<file path="src/rtl/stack_alu_pkg.sv">
// Shared constants for the stack ALU front-end: opcodes, error codes and sequencer state encoding.
package stack_alu_pkg;

  localparam logic [2:0] OP_NOP  = 3'b000;
  localparam logic [2:0] OP_ADD  = 3'b100;
  localparam logic [2:0] OP_MUL  = 3'b101;
  localparam logic [2:0] OP_PUSH = 3'b110;
  localparam logic [2:0] OP_POP  = 3'b111;

  localparam logic [1:0] ERR_NONE = 2'b00;
  localparam logic [1:0] ERR_UFL  = 2'b01;
  localparam logic [1:0] ERR_FULL = 2'b10;
  localparam logic [1:0] ERR_ILL  = 2'b11;

  localparam logic [1:0] ST_IDLE  = 2'd0;
  localparam logic [1:0] ST_ISSUE = 2'd1;
  localparam logic [1:0] ST_WAIT  = 2'd2;
  localparam logic [1:0] ST_RESP  = 2'd3;

  // Every legal opcode has the MSB set; 0xx values are reserved.
  function automatic logic op_is_legal(input logic [2:0] op);
    return op[2];
  endfunction

endpackage

</file>
<file path="src/rtl/stack_seq_depth_ctr.sv">
// Stack occupancy counter mirroring the ALU stack; flags drive the sequencer's issue guards.
module stack_seq_depth_ctr #(
  parameter int DEPTH = 512,
  localparam int DW = $clog2(DEPTH + 1)
) (
  input  logic          clk,
  input  logic          rst_n,
  input  logic          inc,
  input  logic          dec,
  output logic [DW-1:0] depth,
  output logic          full,
  output logic          lt2
);

  logic [DW-1:0] depth_q, depth_d;

  always_comb begin
    depth_d = depth_q;
    if (inc && !dec && !full)
      depth_d = depth_q + DW'(1);
    else if (dec && !inc && (depth_q != '0))
      depth_d = depth_q - DW'(1);
  end

  always_ff @(posedge clk or negedge rst_n) begin
    if (!rst_n) depth_q <= '0;
    else        depth_q <= depth_d;
  end

  assign depth = depth_q;
  assign full  = (depth_q == DW'(DEPTH));
  assign lt2   = (depth_q < DW'(2));

endmodule

</file>
<file path="src/rtl/stack_alu_sequencer.sv">
// RPN instruction front-end for the stack ALU: guards, issues one op at a time, returns results.
// Optional statistics counters are built when STACK_SEQ_STATS_EN is defined.
module stack_alu_sequencer
  import stack_alu_pkg::*;
#(
  parameter int N     = 4,
  parameter int DEPTH = 512,
  localparam int DW = $clog2(DEPTH + 1)
) (
  input  logic          clk,
  input  logic          rst_n,
  input  logic          in_valid,
  output logic          in_ready,
  input  logic [2:0]    in_op,
  input  logic [N-1:0]  in_data,
  output logic [2:0]    alu_opcode,
  output logic [N-1:0]  alu_data,
  input  logic [N-1:0]  alu_result,
  input  logic          alu_overflow,
  output logic          res_valid,
  input  logic          res_ready,
  output logic [N-1:0]  res_data,
  output logic          res_ovf,
  output logic          err,
  output logic [1:0]    err_code,
  output logic [DW-1:0] depth
`ifdef STACK_SEQ_STATS_EN
  ,
  output logic [15:0]   n_issued,
  output logic [15:0]   n_errors,
  output logic [15:0]   n_ovf
`endif
);

  logic [1:0]   state_q, state_d;
  logic         in_ready_q;
  logic [2:0]   alu_opcode_q;
  logic [N-1:0] alu_data_q;
  logic         res_valid_q;
  logic [N-1:0] res_data_q;
  logic         res_ovf_q;
  logic         err_q;
  logic [1:0]   err_code_q;

  logic         accept, issue_ok, reject;
  logic [1:0]   rej_code;
  logic         full, lt2, inc, dec;

  // in_ready is registered so it reads 0 while reset is asserted.
  assign accept = in_valid && in_ready_q;

  always_comb begin
    rej_code = ERR_NONE;
    if (!op_is_legal(in_op))
      rej_code = ERR_ILL;
    else if (in_op == OP_PUSH) begin
      if (full) rej_code = ERR_FULL;
    end else if (lt2)
      rej_code = ERR_UFL;
  end

  assign issue_ok = accept && (rej_code == ERR_NONE);
  assign reject   = accept && (rej_code != ERR_NONE);

  assign inc = (state_q == ST_ISSUE) && (alu_opcode_q == OP_PUSH);
  assign dec = (state_q == ST_ISSUE) && (alu_opcode_q == OP_POP);

  stack_seq_depth_ctr #(.DEPTH(DEPTH)) u_depth (
    .clk   (clk),
    .rst_n (rst_n),
    .inc   (inc),
    .dec   (dec),
    .depth (depth),
    .full  (full),
    .lt2   (lt2)
  );

  always_comb begin
    state_d = state_q;
    case (state_q)
      ST_IDLE:  if (issue_ok) state_d = ST_ISSUE;
      ST_ISSUE: state_d = (alu_opcode_q == OP_PUSH) ? ST_IDLE : ST_WAIT;
      ST_WAIT:  state_d = ST_RESP;
      ST_RESP:  if (res_ready) state_d = ST_IDLE;
      default:  state_d = ST_IDLE;
    endcase
  end

  always_ff @(posedge clk or negedge rst_n) begin
    if (!rst_n) begin
      state_q      <= ST_IDLE;
      in_ready_q   <= 1'b0;
      alu_opcode_q <= OP_NOP;
      alu_data_q   <= '0;
      res_valid_q  <= 1'b0;
      res_data_q   <= '0;
      res_ovf_q    <= 1'b0;
      err_q        <= 1'b0;
      err_code_q   <= ERR_NONE;
    end else begin
      state_q      <= state_d;
      in_ready_q   <= (state_d == ST_IDLE);
      alu_opcode_q <= issue_ok ? in_op : OP_NOP;
      if (issue_ok) alu_data_q <= in_data;
      res_valid_q  <= (state_d == ST_RESP);
      if (state_q == ST_WAIT) begin
        res_data_q <= alu_result;
        res_ovf_q  <= alu_overflow;
      end
      err_q <= reject;
      if (reject) err_code_q <= rej_code;
    end
  end

`ifdef STACK_SEQ_STATS_EN
  logic [15:0] n_issued_q, n_errors_q, n_ovf_q;

  always_ff @(posedge clk or negedge rst_n) begin
    if (!rst_n) begin
      n_issued_q <= '0;
      n_errors_q <= '0;
      n_ovf_q    <= '0;
    end else begin
      if (state_q == ST_ISSUE) n_issued_q <= n_issued_q + 16'd1;
      if (reject)              n_errors_q <= n_errors_q + 16'd1;
      if ((state_q == ST_WAIT) && alu_overflow) n_ovf_q <= n_ovf_q + 16'd1;
    end
  end

  assign n_issued = n_issued_q;
  assign n_errors = n_errors_q;
  assign n_ovf    = n_ovf_q;
`endif

  assign in_ready   = in_ready_q;
  assign alu_opcode = alu_opcode_q;
  assign alu_data   = alu_data_q;
  assign res_valid  = res_valid_q;
  assign res_data   = res_data_q;
  assign res_ovf    = res_ovf_q;
  assign err        = err_q;
  assign err_code   = err_code_q;

endmodule

</file>
<file path="config.mk">
export PLATFORM = sky130hd
export DESIGN_NAME = stack_alu_sequencer
export DESIGN_NICKNAME = d
export VERILOG_FILES = /design/src/rtl/stack_alu_pkg.sv /design/src/rtl/stack_seq_depth_ctr.sv /design/src/rtl/stack_alu_sequencer.sv
export SDC_FILE = /design/constraint.sdc
export NUM_CORES = 1
export LEC_CHECK = 0
export CORE_ASPECT_RATIO = 0.6
export CORE_UTILIZATION = 53
export CTS_BUF_LIST = sky130_fd_sc_hd__clkbuf_4
export DETAILED_ROUTE_END_ITERATION = 6
export HOLD_SLACK_MARGIN = 0.08
export PLACE_DENSITY = 0.89
export SLEW_MARGIN = 0
export SYNTH_ARGS = -nofsm -noshare
export SYNTH_HDL_FRONTEND = slang
export SYNTH_HIERARCHICAL = 1
export SYNTH_SLANG_ARGS = --single-unit
export TNS_END_PERCENT = 30
</file>
<file path="constraint.sdc">
create_clock -name clk -period 8.4 [get_ports clk]
set_input_delay 0.84 -clock clk [delete_from_list [all_inputs] [get_ports clk]]
set_output_delay 0.84 -clock clk [all_outputs]
set_load 0.03 [all_outputs]
</file>
==> results by group <==
Outcome
  • Outcome: finished, final reports clean

STA
  • Rel. slew slack: roughly three fifths
  • RSZ-0062 raised after global routing: false
  • Fmax: 0.280 GHz
  • Final setup violation count: 0
  • Worst slew pin tran: 0.574 ns
  • Period minus WS final: ~3.6 ns
  • Final count of hold timing violations: 0
  • Tcrit/Tclk final: a little over two fifths
  • Slew Limit Fails: 0
  • Setup Skew: 0.00819 ns
  • Fin Setup TNS: 0 ns

Logic synthesis
  • Yosys top cell by area: dfrtp_1
  • Register area share after synthesis: between 40 and 50%
  • Avg Cell Area, Syn: 10.5 um2
  • Mapped Cells: 151
  • Synth Warn #: 6
  • Syn_nets: roughly 180
  • Top cells by area, synth: dfrtp_1 (46%), ha_1 (6.3%), nand2_1 (4.2%), o21ai_0 (3.8%), mux2_4 (3.8%)
  • Yosys top cell area share: 45.6%
  • Number of flops mapped to enable cells by yosys: 0
  • Number of distinct library cells after synthesis: 42
  • Async SR Flop Fraction: 100%
  • Synth Flop Type: dfrtp_1
  • Synthesized cell area: 1590 um2
  • Most instantiated library cell after synthesis: dfrtp_1
  • Register bit total from synthesis: 29
  • Synth top cells by count: dfrtp_1 (29), nand2_1 (18), o21ai_0 (12), a21oi_1 (8), ha_1 (8)

Clocking
  • Clock root buffer: clkbuf_4
  • Post-CTS Setup Bufs: 0
  • Total CTS buffers: 5
  • Clk slew on worst S/H paths: 0.10 ns
  • CTS tree: built
  • CTS Hold Buffers Added: 0
  • H-tree depth: 2
  • Clk sinks: 29
  • Clk_lat worst skew: 0.33 ns
  • PostCTS Resize Cnt: 0
  • CTS Buffer Depth: 2

Setup path
  • Bufs and invs on worst path: 0
  • CP cell instances: nor4_1 > and3_2 > and2_1 > nand2b_1 > ha_1 > a21o_1 > a21oi_1 > a21oi_2 > a31oi_1 > mux4_2
  • Req. time, crit path: 8.60 ns
  • CP max-delay cell: mux4_2
  • CP Launch Type: flip-flop
  • Crit path capture type: flip-flop
  • Setup Crit Path Kind: reg -> reg
  • Max stage delay on crit path: about 0.54 ns
  • CP top delay family: simple AND/OR/NAND/NOR gates
  • Crit path max fanout: 9
  • CP arrival: approximately 3.8 ns

Global route
  • GRT Overall Usage: 27.6%
  • Vias in the first global route: 1,278
  • GRT Residual Overflow: 0
  • Initial antenna violation count: 0
  • Largest net degree at the start of global routing: 18
  • First-pass GRT wire length: approximately 6400 um

Floorplan
  • Die width: between 70 and 80 um
  • Core area: 2660 um2
  • Num ports: 43
  • Initial Util: between 50% and 60%
  • Rows: 14
  • Die height: 44.4 um
  • DIE AREA: 3230 um2

Pwr
  • Peak VDD IR: 0.178 mV
  • P_leak: 0.000972 uW
  • Total Power: around 520 uW
  • Pwr dens: 241 nW/um2

Placement
  • Area after DPL: 2060 um2
  • Post-detail-place hpwl: 3070 um
  • Placed instance count: 233
  • # port buffers: 42
  • GPL Wtd Cong: 0.901

Final layout
  • Design area: 2140 um2
  • Area Overhead vs Synth: 34.5%
  • Antenna diode count: 0
  • Layout cells sized above 1: about 13%
  • Final Net Count: 225
  • Finished Layout Cells: 241

Run
  • Maxcap violations: 0

Route
  • Initial DRC Count: 117
  • Antenna Nets Post-Route: 0
  • Initial DRT Pass Iterations: 4
  • DR vias/cell: 5.63
  • WL final: 3930 um
  • Remaining routing DRC violations: 0
  • Via count: 1,357
  • WL/cell: 16.3 um

Min path
  • Hold Path Class: reg -> reg
## cells by family (layout without fill, tap and decap cells)
| group | after synthesis | in the layout | synth area share (%) |
|---|---|---|---|
| xor+xnor | 6 | 6 | 3.30 |
| compound gates | 38 | 38 | 15.7 |
| simple gates | 51 | 51 | 16.8 |
| buf+inv | 8 | 58 | 2.20 |
| fa+ha+maj | 9 | 9 | 7.55 |
| mux | 10 | 10 | 8.73 |
| flops | 29 | 29 | 45.6 |
## routing by layer
layer / vias to the layer above / GRT usage (%) / part of all wire [%]
li1: 641 / - / -
met1: 655 / 39.1 / 46
met2: 50 / 43.4 / 47
met3: 11 / 6.38 / 5.2
met4: 0 / 7.84 / 1.6
met5: - / 0 / 0
## where the power goes
group          switching [uW]  total [uW]  internal, uW
clock network            49.9         115          65.1
logic                     106         203          96.2
registers                22.8         198           175
## area by class of cell
class	instances	area, um2
Sequential cell	29	726
Clock buffer	6	45.0
Timing Repair Buffer	43	428
Tap cell	40	50.0
Inverter	7	27.5
Multi-Input combinational cell	114	830
Fill cell	186	523
Clock inverter	2	33.8
## flip-flops by register name, indices dropped and copies added, names as in the netlist
register       cells
alu_data           4
alu_opcode         3
err                1
err_code           2
in_ready           1
res_data           4
res_ovf            1
res_valid          1
state_q            2
u_depth/depth     10
## worst register-to-register path: cells and delay by family (launching register included)
family | cells | cell delay, ns
AO/OA/AOI/OAI | 4 | 0.77
multiplexers | 1 | 0.54
flip-flops | 1 | 0.44
AND/OR/NAND/NOR | 4 | 1.31
adder cells (fa/ha/maj) | 1 | 0.37
## cells in the final DEF (no fill, tap or decap), drive strengths merged, types with 3 or more instances in the layout
cell / count
nor3: 3
a21o: 3
nand2: 18
clkbuf: 6
nand2b: 5
and3: 3
xnor2: 4
nor2: 6
inv: 6
clkdlybuf4s50: 42
nand3: 3
o21a: 3
dfrtp: 29
mux2: 9
o21ai: 12
a21oi: 9
ha: 8
## path summary, 6_finish.rpt
kind                       slack (ns)               end        startpoint  cells past startpoint
min in group asynchronous        0.86  u_depth/depth[5]             rst_n                      1
min                              0.52       res_data[0]       res_data[0]                      1
max reg2reg                      4.83  u_depth/depth[9]  u_depth/depth[1]                     10
max                              4.83  u_depth/depth[9]  u_depth/depth[1]                     10
max in group asynchronous        6.89     alu_opcode[0]             rst_n                      2
min reg2reg                      0.52       res_data[0]       res_data[0]                      1
## through the flow
step	worst slack, ns	hold WS (ns)	util, %
after floorplan	5.27	0.491	-
after global placement	5.12	0.487	77.4
after detailed placement	4.88	0.497	77.4
after CTS	4.86	0.519	80.4
after global routing	4.51	0.533	80.4
final	4.83	0.519	80.4
Power figures use the tool's default switching activity.
